**src/rtl/control_ciclos_if.sv**
```systemverilog
// control_ciclos_if: bundle of the request/grant and result signals shared
// between the requesters (master side) and the cycle-counter arbiter (slave).
//   req[1:0]      requester i wants the counter
//   done[1:0]     requester i finished its measurement
//   limit         timeout threshold, sampled by the arbiter when loading
//   grant[1:0]    one-hot owner of the counter, 00 when none
//   busy          arbiter is loading, counting or reporting
//   count         live counter value
//   result        latched measured cycle count
//   result_id     requester that produced result
//   result_valid  one-cycle pulse qualifying result/result_id/timeout
//   timeout       last measurement ended by the limit
interface control_ciclos_if #(
  parameter int WIDTH = 8
);
  logic [1:0]       req;
  logic [1:0]       done;
  logic [WIDTH-1:0] limit;
  logic [1:0]       grant;
  logic             busy;
  logic [WIDTH-1:0] count;
  logic [WIDTH-1:0] result;
  logic             result_id;
  logic             result_valid;
  logic             timeout;

  modport master (
    output req, done, limit,
    input  grant, busy, count, result, result_id, result_valid, timeout
  );

  modport slave (
    input  req, done, limit,
    output grant, busy, count, result, result_id, result_valid, timeout
  );
endinterface

```
**src/rtl/control_ciclos.sv**
```systemverilog
// control_ciclos: round-robin arbiter for one shared WIDTH-bit cycle counter.
// A requester is granted the counter, the counter is cleared and then runs
// until the owner raises done or the sampled limit is reached; the measured
// count is then reported with a one-cycle result_valid pulse.
// Ports:
//   clk    system clock, rising edge
//   reset  asynchronous, active-high reset
//   bus    control_ciclos_if slave modport (req/done/limit in,
//          grant/busy/count/result/result_id/result_valid/timeout out)
module control_ciclos #(
  parameter int WIDTH = 8
) (
  input  logic             clk,
  input  logic             reset,
  control_ciclos_if.slave  bus
);

  typedef enum logic [1:0] {
    IDLE   = 2'd0,
    LOAD   = 2'd1,
    COUNT  = 2'd2,
    REPORT = 2'd3
  } state_t;

  state_t           state_r;
  logic             owner_r;
  logic             last_served_r;
  logic [WIDTH-1:0] limit_q_r;
  logic [1:0]       grant_r;
  logic             busy_r;
  logic [WIDTH-1:0] count_r;
  logic [WIDTH-1:0] result_r;
  logic             result_id_r;
  logic             result_valid_r;
  logic             timeout_r;
  logic             sel_s;

  // One-hot encoding of a requester index.
  function automatic logic [1:0] onehot_f(input logic idx);
    return idx ? 2'b10 : 2'b01;
  endfunction

  // Requester picked in IDLE; on a tie the one not served last wins.
  always_comb begin
    sel_s = 1'b0;
    case (bus.req)
      2'b01:   sel_s = 1'b0;
      2'b10:   sel_s = 1'b1;
      2'b11:   sel_s = ~last_served_r;
      default: sel_s = 1'b0;
    endcase
  end

  // Main FSM; every output is a register updated here.
  always_ff @(posedge clk or posedge reset) begin
    if (reset) begin
      state_r        <= IDLE;
      owner_r        <= 1'b0;
      last_served_r  <= 1'b1;
      limit_q_r      <= {WIDTH{1'b0}};
      grant_r        <= 2'b00;
      busy_r         <= 1'b0;
      count_r        <= {WIDTH{1'b0}};
      result_r       <= {WIDTH{1'b0}};
      result_id_r    <= 1'b0;
      result_valid_r <= 1'b0;
      timeout_r      <= 1'b0;
    end else begin
      result_valid_r <= 1'b0;
      case (state_r)
        IDLE: begin
          if (bus.req != 2'b00) begin
            owner_r <= sel_s;
            busy_r  <= 1'b1;
            state_r <= LOAD;
          end else begin
            state_r <= IDLE;
          end
        end
        LOAD: begin
          grant_r   <= onehot_f(owner_r);
          count_r   <= {WIDTH{1'b0}};
          limit_q_r <= bus.limit;
          state_r   <= COUNT;
        end
        COUNT: begin
          // Priority: abort, then done, then limit, then keep counting.
          if (!bus.req[owner_r]) begin
            grant_r <= 2'b00;
            count_r <= {WIDTH{1'b0}};
            busy_r  <= 1'b0;
            state_r <= IDLE;
          end else if (bus.done[owner_r]) begin
            result_r       <= count_r;
            timeout_r      <= 1'b0;
            result_id_r    <= owner_r;
            result_valid_r <= 1'b1;
            grant_r        <= 2'b00;
            state_r        <= REPORT;
          end else if (count_r == limit_q_r) begin
            result_r       <= limit_q_r;
            timeout_r      <= 1'b1;
            result_id_r    <= owner_r;
            result_valid_r <= 1'b1;
            grant_r        <= 2'b00;
            state_r        <= REPORT;
          end else begin
            count_r <= count_r + {{(WIDTH-1){1'b0}}, 1'b1};
          end
        end
        REPORT: begin
          last_served_r <= owner_r;
          busy_r        <= 1'b0;
          state_r       <= IDLE;
        end
        default: begin
          grant_r <= 2'b00;
          busy_r  <= 1'b0;
          state_r <= IDLE;
        end
      endcase
    end
  end

  assign bus.grant        = grant_r;
  assign bus.busy         = busy_r;
  assign bus.count        = count_r;
  assign bus.result       = result_r;
  assign bus.result_id    = result_id_r;
  assign bus.result_valid = result_valid_r;
  assign bus.timeout      = timeout_r;

endmodule

```
**src/flat_wrapper.sv**
```systemverilog
// flat-port wrapper written by rule: the top's interface ports become plain ports
module control_ciclos_flat 
#(
  parameter int WIDTH = 8
)
  (clk, reset, bus_req, bus_done, bus_limit, bus_grant, bus_busy, bus_count, bus_result, bus_result_id, bus_result_valid, bus_timeout);
  control_ciclos_if #(.WIDTH(WIDTH)) bus_i ();
  input  logic clk;
  input  logic reset;
  input wire logic [$bits(bus_i.req)-1:0] bus_req;
  input wire logic [$bits(bus_i.done)-1:0] bus_done;
  input wire logic [$bits(bus_i.limit)-1:0] bus_limit;
  output wire logic [$bits(bus_i.grant)-1:0] bus_grant;
  output wire logic [$bits(bus_i.busy)-1:0] bus_busy;
  output wire logic [$bits(bus_i.count)-1:0] bus_count;
  output wire logic [$bits(bus_i.result)-1:0] bus_result;
  output wire logic [$bits(bus_i.result_id)-1:0] bus_result_id;
  output wire logic [$bits(bus_i.result_valid)-1:0] bus_result_valid;
  output wire logic [$bits(bus_i.timeout)-1:0] bus_timeout;
  assign bus_i.req = bus_req;
  assign bus_i.done = bus_done;
  assign bus_i.limit = bus_limit;
  assign bus_grant = bus_i.grant;
  assign bus_busy = bus_i.busy;
  assign bus_count = bus_i.count;
  assign bus_result = bus_i.result;
  assign bus_result_id = bus_i.result_id;
  assign bus_result_valid = bus_i.result_valid;
  assign bus_timeout = bus_i.timeout;
  control_ciclos #(.WIDTH(WIDTH)) u_core (.clk(clk), .reset(reset), .bus(bus_i));
endmodule
```
**config.mk**
```make
export PLATFORM = sky130hd
export DESIGN_NAME = control_ciclos_flat
export DESIGN_NICKNAME = d
export VERILOG_FILES = /design/src/rtl/control_ciclos_if.sv /design/src/rtl/control_ciclos.sv /design/src/flat_wrapper.sv
export SDC_FILE = /design/constraint.sdc
export NUM_CORES = 1
export LEC_CHECK = 0
export CORE_ASPECT_RATIO = 2
export CORE_UTILIZATION = 52
export CTS_CLUSTER_SIZE = 12
export DETAILED_ROUTE_END_ITERATION = 16
export GPL_TIMING_DRIVEN = 0
export PLACE_DENSITY = 0.84
export REMOVE_ABC_BUFFERS = 1
export SYNTH_ARGS = -nofsm -noshare
export SYNTH_HDL_FRONTEND = slang
export SYNTH_SLANG_ARGS = --single-unit
```
**constraint.sdc**
```tcl
create_clock -name clk -period 2.5 [get_ports clk]
set_input_delay 0.25 -clock clk [delete_from_list [all_inputs] [get_ports clk]]
set_output_delay 0.25 -clock clk [all_outputs]
set_load 0.02 [all_outputs]
```
==> flow_summary.json, run 1 <==
{
  "status": "finished, final reports clean",
  "avgSynthCellArea_um2": 11.7,
  "min_clock_period_post_route_ps": 2360,
  "total_leakage_power_nw": 0.962,
  "clock_latency_of_the_later_clocked_register_in_the_worst_skew_pair_ps": 290,
  "synth-warning-count": 0,
  "relSlewSlack": 0.480,
  "n_antenna_cell": 0,
  "critPathMaxFanout": 14,
  "synth_enable_flop_cells": 0,
  "clk_path_buf_depth": 2,
  "all_layer_gr_usage": 0.259,
  "power.ir.vdd_worst_uv": 801,
  "htreeDepth": 2,
  "placed_cell_area_um2": 2240,
  "layout.cell_area.non_filler_um2": 2360,
  "postRouteWirelength_mm": 4.29,
  "synth.top_cell.area_share": 0.432,
  "netlist.top_cell.by_area": "sky130_fd_sc_hd__dfrtp_1",
  "grt_busiest_layer": "met2",
  "drt_iter0_drc": 62,
  "final_antenna_net_count": 0,
  "crit_path_start_kind": "flop",
  "register_area_um2": 852,
  "first_global_vias": 1569,
  "synth-main-ff-cell": "sky130_fd_sc_hd__dfrtp_1",
  "core-area_um2": 3450,
  "routedWlPerCell_um": 17.5,
  "worst-r2r-setup-slack_ps": 140,
  "row_count": 30,
  "clk_pin_slew_worst_paths_ps": 70,
  "synth-seq-cells": 34,
  "worst_hold_slack_ps": 386,
  "post_synth_instance_area_um2": 1910,
  "critical_path_arrival_ps": 2540,
  "cap_violations": 0,
  "fmaxAchievable_ghz": 0.424,
  "finalClockSkew_ps": 8.91,
  "postCtsResizedCells": 1,
  "grt_antenna_before_repair": 0,
  "num_vias": 1451,
  "rsz0062_at_grt": "false",
  "powerDensity_nw_per_um2": 1160,
  "post_cts_hold_buffer_count": 0,
  "initial_utilization": 0.554,
  "synth-seq-area-share": 0.446,
  "io-pin-count": 36,
  "dieHeight_um": 87.8,
  "holdCritPathClass": "in2async",
  "first_pass_iteration_count_of_the_detailed_router": 4,
  "floorplan.die_area_um2": 3940,
  "async_flop_share": 1.00,
  "cts_setup_buffers": 0,
  "place_hpwl_mm": 3.11,
  "grt_use_met3": 0.0557,
  "areaGrowthSynthToFinish_pct": 23.4,
  "post-route-period-util": 0.944,
  "numCtsBuffers": 5,
  "yosys.cell_count.top_type": "sky130_fd_sc_hd__dfrtp_1",
  "ys_types": 47,
  "groute.layer.met1.usage": 0.274,
  "critical_path_class": "reg2reg",
  "remaining_drc_errors": 0,
  "worst_pin_slew_ps": 765,
  "fin_util": 0.683,
  "grt_start_max_net_pins": 35,
  "worst_setup_path_end_kind": "flop",
  "tritoncts": "built",
  "numClockSinks": 34,
  "multiInputGateArea_um2": 958,
  "cts-root-buf": "sky130_fd_sc_hd__clkbuf_8",
  "fillers": 275,
  "finish.net_count": 217,
  "timing_max_transition_violations_final": 0,
  "grt_first_pass_wirelength_mm": 7.29,
  "worstPathRequired_ps": 2680,
  "groute.layer.met2.usage": 0.469,
  "number_of_buffer_cells_added_on_primary_ports": 35,
  "netlist_top_cells_area": "sky130_fd_sc_hd__dfrtp_1 43%, sky130_fd_sc_hd__mux2_2 5.3%, sky130_fd_sc_hd__o22a_2 4.7%",
  "overflow": 0,
  "dieWidth_um": 44.9,
  "hold_violations": 0,
  "avgViaCountPerCell": 5.92,
  "post_synth_inst_count": 164,
  "synthTopCellsByCount": "33 x sky130_fd_sc_hd__dfrtp_1, 12 x sky130_fd_sc_hd__nand2_1, 9 x sky130_fd_sc_hd__mux2_2, 9 x sky130_fd_sc_hd__o22a_2",
  "final-setup-viol-count": 0,
  "final_layout_size_suffix_gt1_frac": 0.213,
  "gpl.final_weighted_congestion": 0.833
}
## layout by cell type (no fill, tap or decap), drive strengths merged, types with 2 or more instances in the layout
master,netlist,routed
nand3,5,5
and3,2,2
nand4,2,2
a211oi,2,2
o211ai,3,3
ha,7,7
nor2,5,5
and2,2,2
a21oi,6,6
or4,3,3
xor2,8,8
a32o,3,3
nor4,2,2
o21ai,5,5
dfrtp,33,33
nand2,12,12
nand2b,3,3
o22a,16,16
clkdlybuf4s50,0,35
mux2,13,13
clkbuf,4,7
inv,6,6
## critical path: stages, from the launching register on
cell and delay [ps]:
sky130_fd_sc_hd__dfrtp_1 490, sky130_fd_sc_hd__xor2_1 230, sky130_fd_sc_hd__nor4_4 460, sky130_fd_sc_hd__and2_4 320, sky130_fd_sc_hd__o21a_1 420, sky130_fd_sc_hd__mux2_4 330
## where the power goes
part / internal, mW / total [mW] / switching [mW] / leakage [nW]
clock: 0.325 / 0.527 / 0.202 / 0.0585
sequential: 0.765 / 0.957 / 0.192 / 0.423
combinational: 0.630 / 1.26 / 0.629 / 0.480
total: 1.72 / 2.74 / 1.02 / 0.962
## flip-flops by register name, indices dropped and copies added, names as in the netlist, 2 cells and up
signal             flops
u_core.bus.count       8
u_core.bus.grant       2
u_core.bus.result      8
u_core.limit_q_r       8
u_core.state_r         2
## cell type report
| cell class | instances | share of cell area |
|---|---|---|
| Clock buffer | 7 | 0.0366 |
| Multi-Input combinational cell | 114 | 0.406 |
| Inverter | 6 | 0.00954 |
| Timing Repair Buffer | 35 | 0.148 |
| Clock inverter | 1 | 0.0127 |
| Tap cell | 48 | 0.0255 |
| Sequential cell | 34 | 0.361 |
## final timing paths
path | start | end | cells after the start
setup / recovery | u_core.bus.count[6] | u_core.bus.result_id | 5
hold / removal | reset | u_core.bus.result_id | 2
setup reg to reg | u_core.bus.count[6] | u_core.bus.result_id | 5
hold reg to reg | u_core.bus.result[0] | u_core.bus.result[0] | 1
max in group asynchronous | reset | u_core.bus.result[3] | 2
min in group clk | u_core.bus.result[0] | u_core.bus.result[0] | 1
## routing by layer
| metal | routed length, um | vias up |
|---|---|---|
| met5 | 0 | - |
| met4 | 118 | 0 |
| met3 | 184 | 10 |
| met2 | 2430 | 47 |
| met1 | 1560 | 728 |
| li1 | - | 666 |
## cell families after synthesis
kind of cell	share of synthesized area
AO/OA/AOI/OAI	0.189
XOR/XNOR	0.0445
adder cells (fa/ha/maj)	0.0458
buffers and inverters	0.0550
flip-flops	0.446
multiplexers	0.0857
AND/OR/NAND/NOR	0.134
## metrics by stage
stage	power [mW]	TNS (ps)	worst slack [ps]	std cells
finish	2.74	0	139	245
global route	2.91	0	18.2	245
CTS	2.75	0	140	245
detailed placement	2.22	-477	-157	237
global placement	2.15	-50.1	-50.1	237
floorplan	1.79	0	396	154
No activity file was read; power rests on OpenSTA's default activity.
==> inputs of run 2 (changes only) <==
Settings changed: CAP_MARGIN from default to 10.
==> run 2 against run 1 <==
  * Power up 0.16%
  * Critical path depth unchanged
  * Register-to-register slack better by 20 ps
  * Global-route usage down 0.92 points
  * Hold slack worse by 22 ps
  * Sequential cell count unchanged
  * Clock power about the same
  * Design area up 1.2%
  * Via count up 1.2%
  * Die area unchanged
  * Critical path type unchanged
  * Critical endpoint unchanged
  * Largest power group unchanged
==> flow_summary.json, run 2 (same netlist as run 1, synthesis figures left out) <==
{
  "grt_start_max_net_pins": 20,
  "mostFrequentLayoutCell": "sky130_fd_sc_hd__clkdlybuf4s50_1",
  "number_of_buffer_cells_added_on_primary_ports": 35,
  "postRouteWirelength_mm": 4.22,
  "worst_setup_path_end_kind": "flop",
  "critical_path_arrival_ps": 2520,
  "place_hpwl_mm": 3.18,
  "drt_iter0_drc": 38,
  "final-setup-viol-count": 0,
  "number_of_standard_cells_in_the_final_layout_excluding_fillers": 246,
  "gpl.final_weighted_congestion": 0.833,
  "p_clk_frac": 0.192,
  "dieHeight_um": 87.8,
  "cap_violations": 0,
  "rsz0062_at_grt": "false",
  "post_cts_hold_buffer_count": 0,
  "power.switching_fraction": 0.372,
  "relSlewSlack": 0.484,
  "critical_path_class": "reg2reg",
  "cell_internal_pwr_mw": 1.72,
  "numCtsBuffers": 5,
  "grt_antenna_before_repair": 0,
  "fmaxAchievable_ghz": 0.428,
  "row_count": 30,
  "hold_violations": 0,
  "critPathMaxFanout": 14,
  "dieWidth_um": 44.9,
  "finalClockSkew_ps": 9.58,
  "pwr-share-comb": 0.460,
  "power.ir.vdd_worst_uv": 790,
  "finish.net_count": 218,
  "overflow": 0,
  "placed_cell_area_um2": 2270,
  "cells_along_the_critical_path": "xor2_1 > nor4_4 > and2_4 > o21a_1 > mux2_4",
  "first_pass_iteration_count_of_the_detailed_router": 4,
  "final_layout_size_suffix_gt1_frac": 0.212,
  "r2r-start": "u_core.bus.count[6]",
  "min_clock_period_post_route_ps": 2340,
  "powerDensity_nw_per_um2": 1150,
  "post-route-period-util": 0.935,
  "clock_latency_of_the_later_clocked_register_in_the_worst_skew_pair_ps": 290,
  "status": "finished, final reports clean",
  "place_inst": 238,
  "initial_utilization": 0.554,
  "timing.critical_path.slowest_cell_delay_ps": 500,
  "n_antenna_cell": 0,
  "worst_pin_slew_ps": 759,
  "final_antenna_net_count": 0,
  "clk_path_buf_depth": 2,
  "tritoncts": "built",
  "remaining_drc_errors": 0,
  "avgViaCountPerCell": 5.97,
  "crit_path_start_kind": "flop",
  "routedWlPerCell_um": 17.2,
  "register_area_um2": 852,
  "grt_first_pass_wirelength_mm": 7.07,
  "first_global_vias": 1599,
  "clk_pin_slew_worst_paths_ps": 70,
  "share_seq_of_total_power": 0.348,
  "htreeDepth": 2,
  "critical_path.slowest_cell": "sky130_fd_sc_hd__dfrtp_1",
  "core-area_um2": 3450,
  "holdCritPathClass": "in2async",
  "multiInputGateArea_um2": 958,
  "areaGrowthSynthToFinish_pct": 24.9,
  "cts-root-buf": "sky130_fd_sc_hd__clkbuf_8",
  "worst-r2r-setup-slack_ps": 160,
  "numClockSinks": 34,
  "num_vias": 1469,
  "layout.cell_area.non_filler_um2": 2390,
  "worst_r2r_path_depth": 5,
  "timing_max_transition_violations_final": 0,
  "all_layer_gr_usage": 0.250,
  "reg2reg_to": "u_core.bus.result_id",
  "cts_setup_buffers": 0,
  "total_leakage_power_nw": 0.976,
  "floorplan.die_area_um2": 3940,
  "worstPathRequired_ps": 2690,
  "switching_power_mw": 1.02,
  "io-pin-count": 36,
  "fillers": 258,
  "layout.cells.most_common_list": "35 x sky130_fd_sc_hd__clkdlybuf4s50_1, 33 x sky130_fd_sc_hd__dfrtp_1, 12 x sky130_fd_sc_hd__nand2_1"
}
## run 2: cell types whose count changed in the layout (fill, tap and decap cells not counted)
cell	change
sky130_fd_sc_hd__inv_2	-1
sky130_fd_sc_hd__inv_1	+1
sky130_fd_sc_hd__buf_16	+1
## run 2: stage by stage
stage / setup TNS (ps) / power [mW] / hold WS [ps] / utilization / setup slack (ps)
floorplan: 0 / 1.79 / 391 / - / 396
global placement: -50.1 / 2.15 / 472 / 0.649 / -50.1
detailed placement: -357 / 2.23 / 482 / 0.657 / -138
CTS: 0 / 2.75 / 372 / 0.691 / 167
global route: 0 / 2.90 / 414 / 0.691 / 32.7
finish: 0 / 2.75 / 364 / 0.691 / 162
## run 2: per-layer routing
| layer | global-route usage | share of wire | vias up |
|---|---|---|---|
| met2 | 0.451 | 0.58 | 49 |
| li1 | - | - | 674 |
| met3 | 0.0557 | 0.042 | 6 |
| met4 | 0.124 | 0.016 | 0 |
| met5 | 0 | 0 | - |
| met1 | 0.260 | 0.36 | 740 |
## run 2: critical path, delay by kind of cell, from the launching register on
kind / cells / cell delay, ps
compound gates: 1 / 400
xor+xnor: 1 / 230
flops: 1 / 500
mux: 1 / 330
simple gates: 2 / 760
## run 2: worst max-delay path by stage
stage / startpoint / end / slack (ps)
6_report: u_core.bus.count[6] / u_core.bus.result_id / 160
5_1_grt: u_core.bus.count[6] / u_core.bus.result_id / 30
4_1_cts: u_core.bus.count[6] / u_core.bus.result_id / 170
3_5_place_dp: bus_done[1] / u_core.bus.count[5] / -140
3_3_place_gp: bus_done[1] / u_core.bus.count[5] / -50
2_1_floorplan: u_core.bus.count[3] / u_core.bus.result_id / 400
## run 2: power groups by stage
stage | Combinational, mW | Sequential (mW) | Clock, mW
detailed placement | 1.26 | 0.964 | 0
CTS | 1.27 | 0.954 | 0.532
finish | 1.26 | 0.956 | 0.527
global placement | 1.21 | 0.946 | 0
global route | 1.36 | 0.980 | 0.555
floorplan | 0.736 | 1.05 | 0
## run 2: timing repair
| item | in CTS | in global routing |
|---|---|---|
| setup endpoints to repair | 1 | 0 |
| hold endpoints to repair | 0 | 0 |
| resized for setup | 1 | 0 |
## run 2: area by class of cell
class	count	area share
Clock inverter	1	0.0126
Multi-Input combinational cell	114	0.401
Sequential cell	34	0.357
Inverter	6	0.00943
Tap cell	48	0.0252
Timing Repair Buffer	36	0.158
Clock buffer	7	0.0362
==> inputs of run 3 (changes only) <==
Settings changed: CORE_UTILIZATION 52 to 30, GPL_ROUTABILITY_DRIVEN from default to 0, PLACE_DENSITY 0.84 to 0.55.
==> run 3 against run 2 <==
  * Critical path depth is the same
  * Sequential cell count is the same
  * Via count shrank 2.9%
  * Worst setup slack lost 29 ps
  * Power grew 2.8%
  * Hold slack gained 2.6 ps
  * Design area grew 3.1%
  * Routed wire length grew 1.2%
  * Maximum frequency shrank 1.2%
  * First-iteration DRC count grew 63%
  * Highest routed layer unchanged
  * Sequential power is essentially flat
  * Register-to-register slack lost 30 ps
  * Critical path type unchanged
==> flow_summary.json, run 3 (same netlist as run 1, synthesis figures left out) <==
{
  "status": "finished, final reports clean",
  "place_inst": 274,
  "clock_latency_of_the_later_clocked_register_in_the_worst_skew_pair_ps": 280,
  "initial_utilization": 0.316,
  "critical_path_arrival_ps": 2530,
  "powerDensity_nw_per_um2": 1150,
  "grt_start_max_net_pins": 21,
  "critical_path_class": "reg2reg",
  "numClockSinks": 34,
  "drt_iter0_drc": 62,
  "finish.net_count": 218,
  "tritoncts": "built",
  "avgViaCountPerCell": 5.06,
  "dieWidth_um": 58.5,
  "first_global_vias": 1487,
  "number_of_buffer_cells_added_on_primary_ports": 35,
  "overflow": 0,
  "final-setup-viol-count": 0,
  "relSlewSlack": 0.481,
  "post_route_setup_tns_ps": 0,
  "worstPathRequired_ps": 2660,
  "cap_violations": 0,
  "row_count": 40,
  "dieHeight_um": 115,
  "power.ir.vdd_worst_uv": 486,
  "mostFrequentLayoutCell": "sky130_fd_sc_hd__clkdlybuf4s50_1",
  "clk_pin_slew_worst_paths_ps": 50,
  "holdCritPathClass": "in2async",
  "final_antenna_net_count": 0,
  "routedWlPerCell_um": 15.1,
  "crit_path_start_kind": "flop",
  "total_leakage_power_nw": 0.988,
  "core-area_um2": 6060,
  "clk_path_buf_depth": 2,
  "multiInputGateArea_um2": 958,
  "worst_setup_path_end_kind": "flop",
  "cts-root-buf": "sky130_fd_sc_hd__clkbuf_16",
  "io-pin-count": 36,
  "grt_first_pass_wirelength_mm": 7.35,
  "hold_violations": 0,
  "worst_hold_slack_ps": 367,
  "crit_start": "u_core.bus.count[2]",
  "cts_setup_buffers": 0,
  "critPathMaxFanout": 14,
  "floorplan.die_area_um2": 6720,
  "min_clock_period_post_route_ps": 2370,
  "timing_max_transition_violations_final": 0,
  "fillers": 599,
  "finalClockSkew_ps": 3.58,
  "all_layer_gr_usage": 0.146,
  "fin_util": 0.407,
  "register_area_um2": 852,
  "layout.cell_area.non_filler_um2": 2460,
  "final_layout_size_suffix_gt1_frac": 0.207,
  "areaGrowthSynthToFinish_pct": 28.8,
  "worst_pin_slew_ps": 764,
  "placed_cell_area_um2": 2310,
  "worst-r2r-setup-slack_ps": 130,
  "remaining_drc_errors": 0,
  "first_pass_iteration_count_of_the_detailed_router": 4,
  "grt_antenna_before_repair": 0,
  "post-route-period-util": 0.947,
  "post_cts_hold_buffer_count": 0,
  "rsz0062_at_grt": "false",
  "layout.cells.most_common_list": "35 x sky130_fd_sc_hd__clkdlybuf4s50_1, 33 x sky130_fd_sc_hd__dfrtp_1, 12 x sky130_fd_sc_hd__nand2_1",
  "numCtsBuffers": 5,
  "num_vias": 1426,
  "fmaxAchievable_ghz": 0.422,
  "r2r-start": "u_core.bus.count[2]",
  "number_of_standard_cells_in_the_final_layout_excluding_fillers": 282,
  "postRouteWirelength_mm": 4.27,
  "htreeDepth": 2,
  "place_hpwl_mm": 3.22,
  "n_antenna_cell": 0
}
run 3: power by group:
part / internal, mW / leakage (nW) / switching [mW]
Combinational: 0.632 / 0.494 / 0.616
Sequential: 0.767 / 0.423 / 0.190
Clock: 0.397 / 0.0712 / 0.223
Total: 1.80 / 0.988 / 1.03
run 3: layout make-up:
cell class / count / share of cell area
multi-input cells: 114 / 0.389
inverters: 6 / 0.00915
well taps: 84 / 0.0427
flip-flops and latches: 34 / 0.346
repair buffers: 36 / 0.153
clock buffers: 8 / 0.0595
run 3: metrics by stage:
step | total power [mW] | setup WS (ps)
after detailed placement | 2.23 | -152
after floorplan | 1.79 | 396
after global routing | 3.00 | 2.67
after CTS | 2.86 | 115
after global placement | 2.21 | -121
final | 2.82 | 133
run 3: metal layers:
layer / up-vias / routed length, um / GRT usage
li1: 670 / - / -
met1: 718 / 1610 / 0.159
met5: - / 0 / 0
met4: 0 / 80 / 0.0619
met2: 32 / 2440 / 0.267
met3: 6 / 131 / 0.0270
run 3: final timing paths:
check / endpoint / cells after the start
max: u_core.bus.result_id / 5
min: u_core.owner_r / 2
max reg2reg: u_core.bus.result_id / 5
min reg2reg: u_core.bus.busy / 1
max in group asynchronous: u_core.bus.count[5] / 3
min in group clk: u_core.bus.busy / 1
run 3: repair_timing:
action / CTS / global route
endpoints found under the setup margin: 4 / 0
resized for setup: 1 / 0
hold endpoints to repair: 0 / 0
run 3: worst max-delay path: stages (launching register included):
cell and delay [ps]:
sky130_fd_sc_hd__dfrtp_1 490, sky130_fd_sc_hd__xor2_1 210, sky130_fd_sc_hd__nor4_4 470, sky130_fd_sc_hd__and2_4 320, sky130_fd_sc_hd__o21a_1 410, sky130_fd_sc_hd__mux2_4 340
==> edit 1: new RTL, settings of run 2 <==
`WIDTH` is set to 8 in 3 places; all go to 12.
--- a/src/rtl/control_ciclos_if.sv
+++ b/src/rtl/control_ciclos_if.sv
@@ -13,3 +13,3 @@
 interface control_ciclos_if #(
-  parameter int WIDTH = 8
+  parameter int WIDTH = 12
 );
--- a/src/rtl/control_ciclos.sv
+++ b/src/rtl/control_ciclos.sv
@@ -10,3 +10,3 @@
 module control_ciclos #(
-  parameter int WIDTH = 8
+  parameter int WIDTH = 12
 ) (
--- a/src/flat_wrapper.sv
+++ b/src/flat_wrapper.sv
@@ -3,3 +3,3 @@
 #(
-  parameter int WIDTH = 8
+  parameter int WIDTH = 12
 )
Interface: changed (resized bus_count, bus_limit and bus_result); port bits go from 36 to 48. The function was not compared with the original's and may differ.
==> edit 1 against run 2 <==
Sequential cell count is 12 higher; sequential share of layout area is 0.57 points higher; clock skew is 0.0062 ns higher; design area is 33% higher; area after synthesis is 35% higher; total power is 20% higher; largest power group unchanged; worst setup slack better by 0.14 ns; routed wire length is 38% higher; cell count is 41% higher.
==> edit 1: results <==
set metrics [dict create \
    status "finished clean" \
    synth_compound_gate_area_share_pct 14.9 \
    drt_pass1_iterations 4 \
    synth_area_leaders "dfrtp_1 44%, mux2_2 7.0%, nor2_1 4.2%" \
    synth-warning-count 0 \
    seq_area_frac_synth_pct 44.6 \
    insertedDiodeCount 0 \
    grt_pass1_vias 2052 \
    path_clk_slew_ns 0.09 \
    post-dp-hpwl_um 4070 \
    p_leak_nw 1.34 \
    rrSetupSlack_ns 0.30 \
    critPathArrivalTime_ns 2.39 \
    hold_class "primary input to asynchronous set/reset pin" \
    finalClockSkew_ns 0.0158 \
    place_congestion 0.813 \
    clock_path_buffers 2 \
    synthTopCellsByCount "45 x dfrtp_1, 29 x nor2_1, 16 x mux2_2, 12 x a21oi_1, 12 x o22a_1" \
    drive_gt1_share_pct 15.2 \
    peakVddDrop_mv 0.769 \
    avgRoutedWirePerCell_um 16.9 \
    port_buffers 47 \
    cts_made_buffers 5 \
    max_slew_margin_pct 57.0 \
    synth_fa_ha_area_share_pct 3.39 \
    worstSkewPairLatency_ns 0.30 \
    dr.first_iter.drc_count 107 \
    fin_nets 314 \
    r2r_cells 7 \
    placementRows 36 \
    rr_startpoint "u_core.bus.count[7]$_DFFE_PP0P_" \
    root_buffer "clkbuf_8" \
    grt_start_max_net_pins 39 \
    synthMuxAreaShare_pct 7.93 \
    async_flop_share_pct 100 \
    ant_nets 0 \
    place_area_um2 3070 \
    yosysUniqueCellTypes 45 \
    avgSynthCellArea_um2 10.5 \
    holdWs_ns 0.169 \
    fillCellCount 384 \
    cp_max_fo 27 \
    via_per_inst 5.99 \
    track_usage_pct 24.3 \
    dp_cells 335 \
    cts_resized 0 \
    synth_xor_xnor_area_share_pct 4.64 \
    wl_um 5830 \
    antenna_found_initial 0 \
    grt_pass1_wl_um 9600 \
    critPathLaunchType "register" \
]
edit 1: changes by cell type after synthesis, moves of 5 or more:
cell,before,now
nor2_1,4,29
dfrtp_1,33,45
o22a_1,7,12
xnor2_1,0,10
nand2b_1,3,9
o211ai_1,3,8
nand4_1,2,8
buf_4,0,5
mux2_2,9,16
a21oi_1,6,12
xor2_1,6,0
o22a_2,9,0
edit 1: critical path, cell delays in order, from the launching register on:
cell	delay, ns
dfrtp_1	0.53
xnor2_1	0.17
nand4_1	0.21
nor3_4	0.20
buf_4	0.18
buf_16	0.17
o21a_4	0.26
mux2_2	0.37
edit 1: where the power goes:
part,internal (W),switching [W]
Clock,0.000193,0.000242
Combinational,0.000815,0.000791
Sequential,0.00102,0.000231
edit 1: layout make-up:
class                           count  share of cell area, %
Multi-Input combinational cell    175                   40.7
Tap cell                           57                   2.24
Inverter                            7                  0.827
Sequential cell                    46                   36.3
Clock buffer                        7                   2.40
Timing Repair Buffer               54                   17.6
edit 1: repair_timing:
item | in CTS | in global routing
setup endpoints to repair | 0 | 1
setup buffers | 0 | 4
endpoints found under the hold margin | 0 | 0
edit 1: per-stage QoR:
| stage | utilization, % | total power (W) | setup WS (ns) |
|---|---|---|---|
| floorplan | - | 0.00229 | -0.282 |
| global placement | 62.3 | 0.00280 | -0.868 |
| detailed placement | 63.7 | 0.00287 | 0.0980 |
| CTS | 65.3 | 0.00331 | 0.0586 |
| global route | 65.9 | 0.00350 | 0.200 |
| finish | 65.9 | 0.00330 | 0.299 |
edit 1: routing by layer:
layer  global-route usage [%]  vias to the layer above  wire length [um]  part of all wire (%)
met4                     11.2                        0               128                   2.2
met3                     3.45                        9               243                   4.2
met2                     41.6                       56              3190                    55
li1                         -                      973                 -                     -
met1                     28.9                     1036              2270                    39
met5                        0                        -                 0                     0
==> edit 2: new RTL, settings of run 2 <==
Made on the original files. Reset style: synchronous (`reset`), changed in one clocked block. Comments in the files are not updated.
--- a/src/rtl/control_ciclos.sv
+++ b/src/rtl/control_ciclos.sv
@@ -54,3 +54,3 @@
   // Main FSM; every output is a register updated here.
-  always_ff @(posedge clk or posedge reset) begin
+  always_ff @(posedge clk) begin
     if (reset) begin
Check against the original RTL: differs if reset is asserted again (counterexample within 4 cycles, from zero or initial values and one cycle with reset high); with reset held inactive, the same outputs for 10 cycles.
==> edit 2 against run 2 <==
Sequential cell count is the same; design area shrank 11%; area after synthesis shrank 9.8%; worst setup slack lost 0.0079 ns; routed wire length shrank 1.5%; synthesized cell count grew 13%.
Power is not compared: it rests on default switching activity, and its combinational part moved more than twofold at a synthesized area within 25%.
==> edit 2: results <==
set metrics [dict create \
    cts_setup_buffers 0 \
    cts_made_buffers 5 \
    cpPeakStageDelay_ns 0.81 \
    status "finished clean" \
    worstSkewPairLatency_ns 0.30 \
    track_usage_pct 24.9 \
    grt_pass1_wl_um 6740 \
    dr.first_iter.drc_count 51 \
    wl_um 4160 \
    fin_nets 237 \
    grt_start_max_net_pins 34 \
    fillCellCount 241 \
    place_congestion 0.818 \
    port_buffers 35 \
    synthTopCellsByCount "34 x dfxtp_1, 21 x nor2_1, 17 x mux2i_1, 11 x a21oi_1, 9 x nand2_1" \
    drt_pass1_iterations 4 \
    cts_resized 0 \
    root_buffer "clkbuf_8" \
    drive_gt1_share_pct 6.48 \
    hold_class "register to register" \
    pwr-share-seq_pct 47.1 \
    setup_viol 0 \
    yosysUniqueCellTypes 42 \
    synth-warning-count 0 \
    post-dp-hpwl_um 2950 \
    seq_area_frac_synth_pct 39.4 \
    antenna_found_initial 0 \
    synth_area_leaders "dfxtp_1 39%, mux2i_1 9.9%, ha_1 5.1%" \
    insertedDiodeCount 0 \
    crit_slowest_cell "nor2_1" \
    place_ws_ns -0.00729 \
    place_area_um2 2040 \
    vias 1502 \
    path_clk_slew_ns 0.07 \
    max_slew_margin_pct 22.1 \
    critPathArrivalTime_ns 2.54 \
    finalClockSkew_ns 0.00402 \
    cp_max_fo 15 \
    async_flop_share_pct 0 \
]
-- edit 2: cell type report --
type	instances	area, um2	area share (%)
Tap cell	31	38.8	1.83
Inverter	3	11.3	0.531
Timing Repair Buffer	35	350	16.5
Sequential cell	34	681	32.1
Clock buffer	7	76.3	3.60
Multi-Input combinational cell	137	962	45.4
-- edit 2: tightest hold or removal path, cell delays in order (launching register included) --
cell	delay [ns]
dfxtp_1	0.30
o21ai_0	0.06
a21oi_1	0.06
-- edit 2: logic make-up (layout without fill, tap and decap cells) --
logic type	count (synthesis)	count (layout)	share of synthesized area (%)
AOI/OAI and AO/OA	39	39	15.7
xor gates and xnor gates	8	8	4.06
adders and majority gates	7	7	5.08
buffers and inverters	15	45	4.78
DFF	34	34	39.4
muxes	20	20	12.5
and+or+nand+nor	63	63	18.4
-- edit 2: final timing paths --
check	startpoint	to	slack [ns]	cells after the start
hold reg to reg	u_core.bus.result[1]$_SDFFE_PP0P_	u_core.bus.result[1]$_SDFFE_PP0P_	0.48	2
setup / recovery	u_core.state_r[0]$_SDFFE_PP0P_	u_core.bus.grant[0]$_SDFFE_PP0P_	0.15	6
hold / removal	u_core.bus.result[1]$_SDFFE_PP0P_	u_core.bus.result[1]$_SDFFE_PP0P_	0.48	2
setup reg to reg	u_core.state_r[0]$_SDFFE_PP0P_	u_core.bus.grant[0]$_SDFFE_PP0P_	0.15	6
-- edit 2: power by group through the flow --
stage,Clock (W),Combinational (W),Sequential (W)
5_1_grt,0.000418,0.000311,0.000602
3_5_place_dp,0,0.000284,0.000611
4_1_cts,0.000390,0.000284,0.000599
6_report,0.000388,0.000285,0.000599
3_3_place_gp,0,0.000271,0.000608
2_1_floorplan,0,0.000172,0.000621
-- edit 2: per-stage QoR --
| step | hold slack, ns | setup TNS [ns] | utilization (%) | power, W | std cells |
|---|---|---|---|---|---|
| 6_report | 0.476 | 0 | 67.1 | 0.00127 | 247 |
| 5_1_grt | 0.507 | 0 | 67.1 | 0.00133 | 247 |
| 4_1_cts | 0.475 | 0 | 67.1 | 0.00127 | 247 |
| 3_5_place_dp | 0.467 | -0.00729 | 64.7 | 0.000894 | 240 |
| 3_3_place_gp | 0.464 | 0 | 64.7 | 0.000879 | 240 |
| 2_1_floorplan | 0.319 | 0 | - | 0.000792 | 174 |
-- edit 2: metal layers --
metal	routed length [um]	track usage [%]
met2	2230	41.9
met1	1600	25.5
met5	0	0
met3	202	7.58
met4	122	15.9
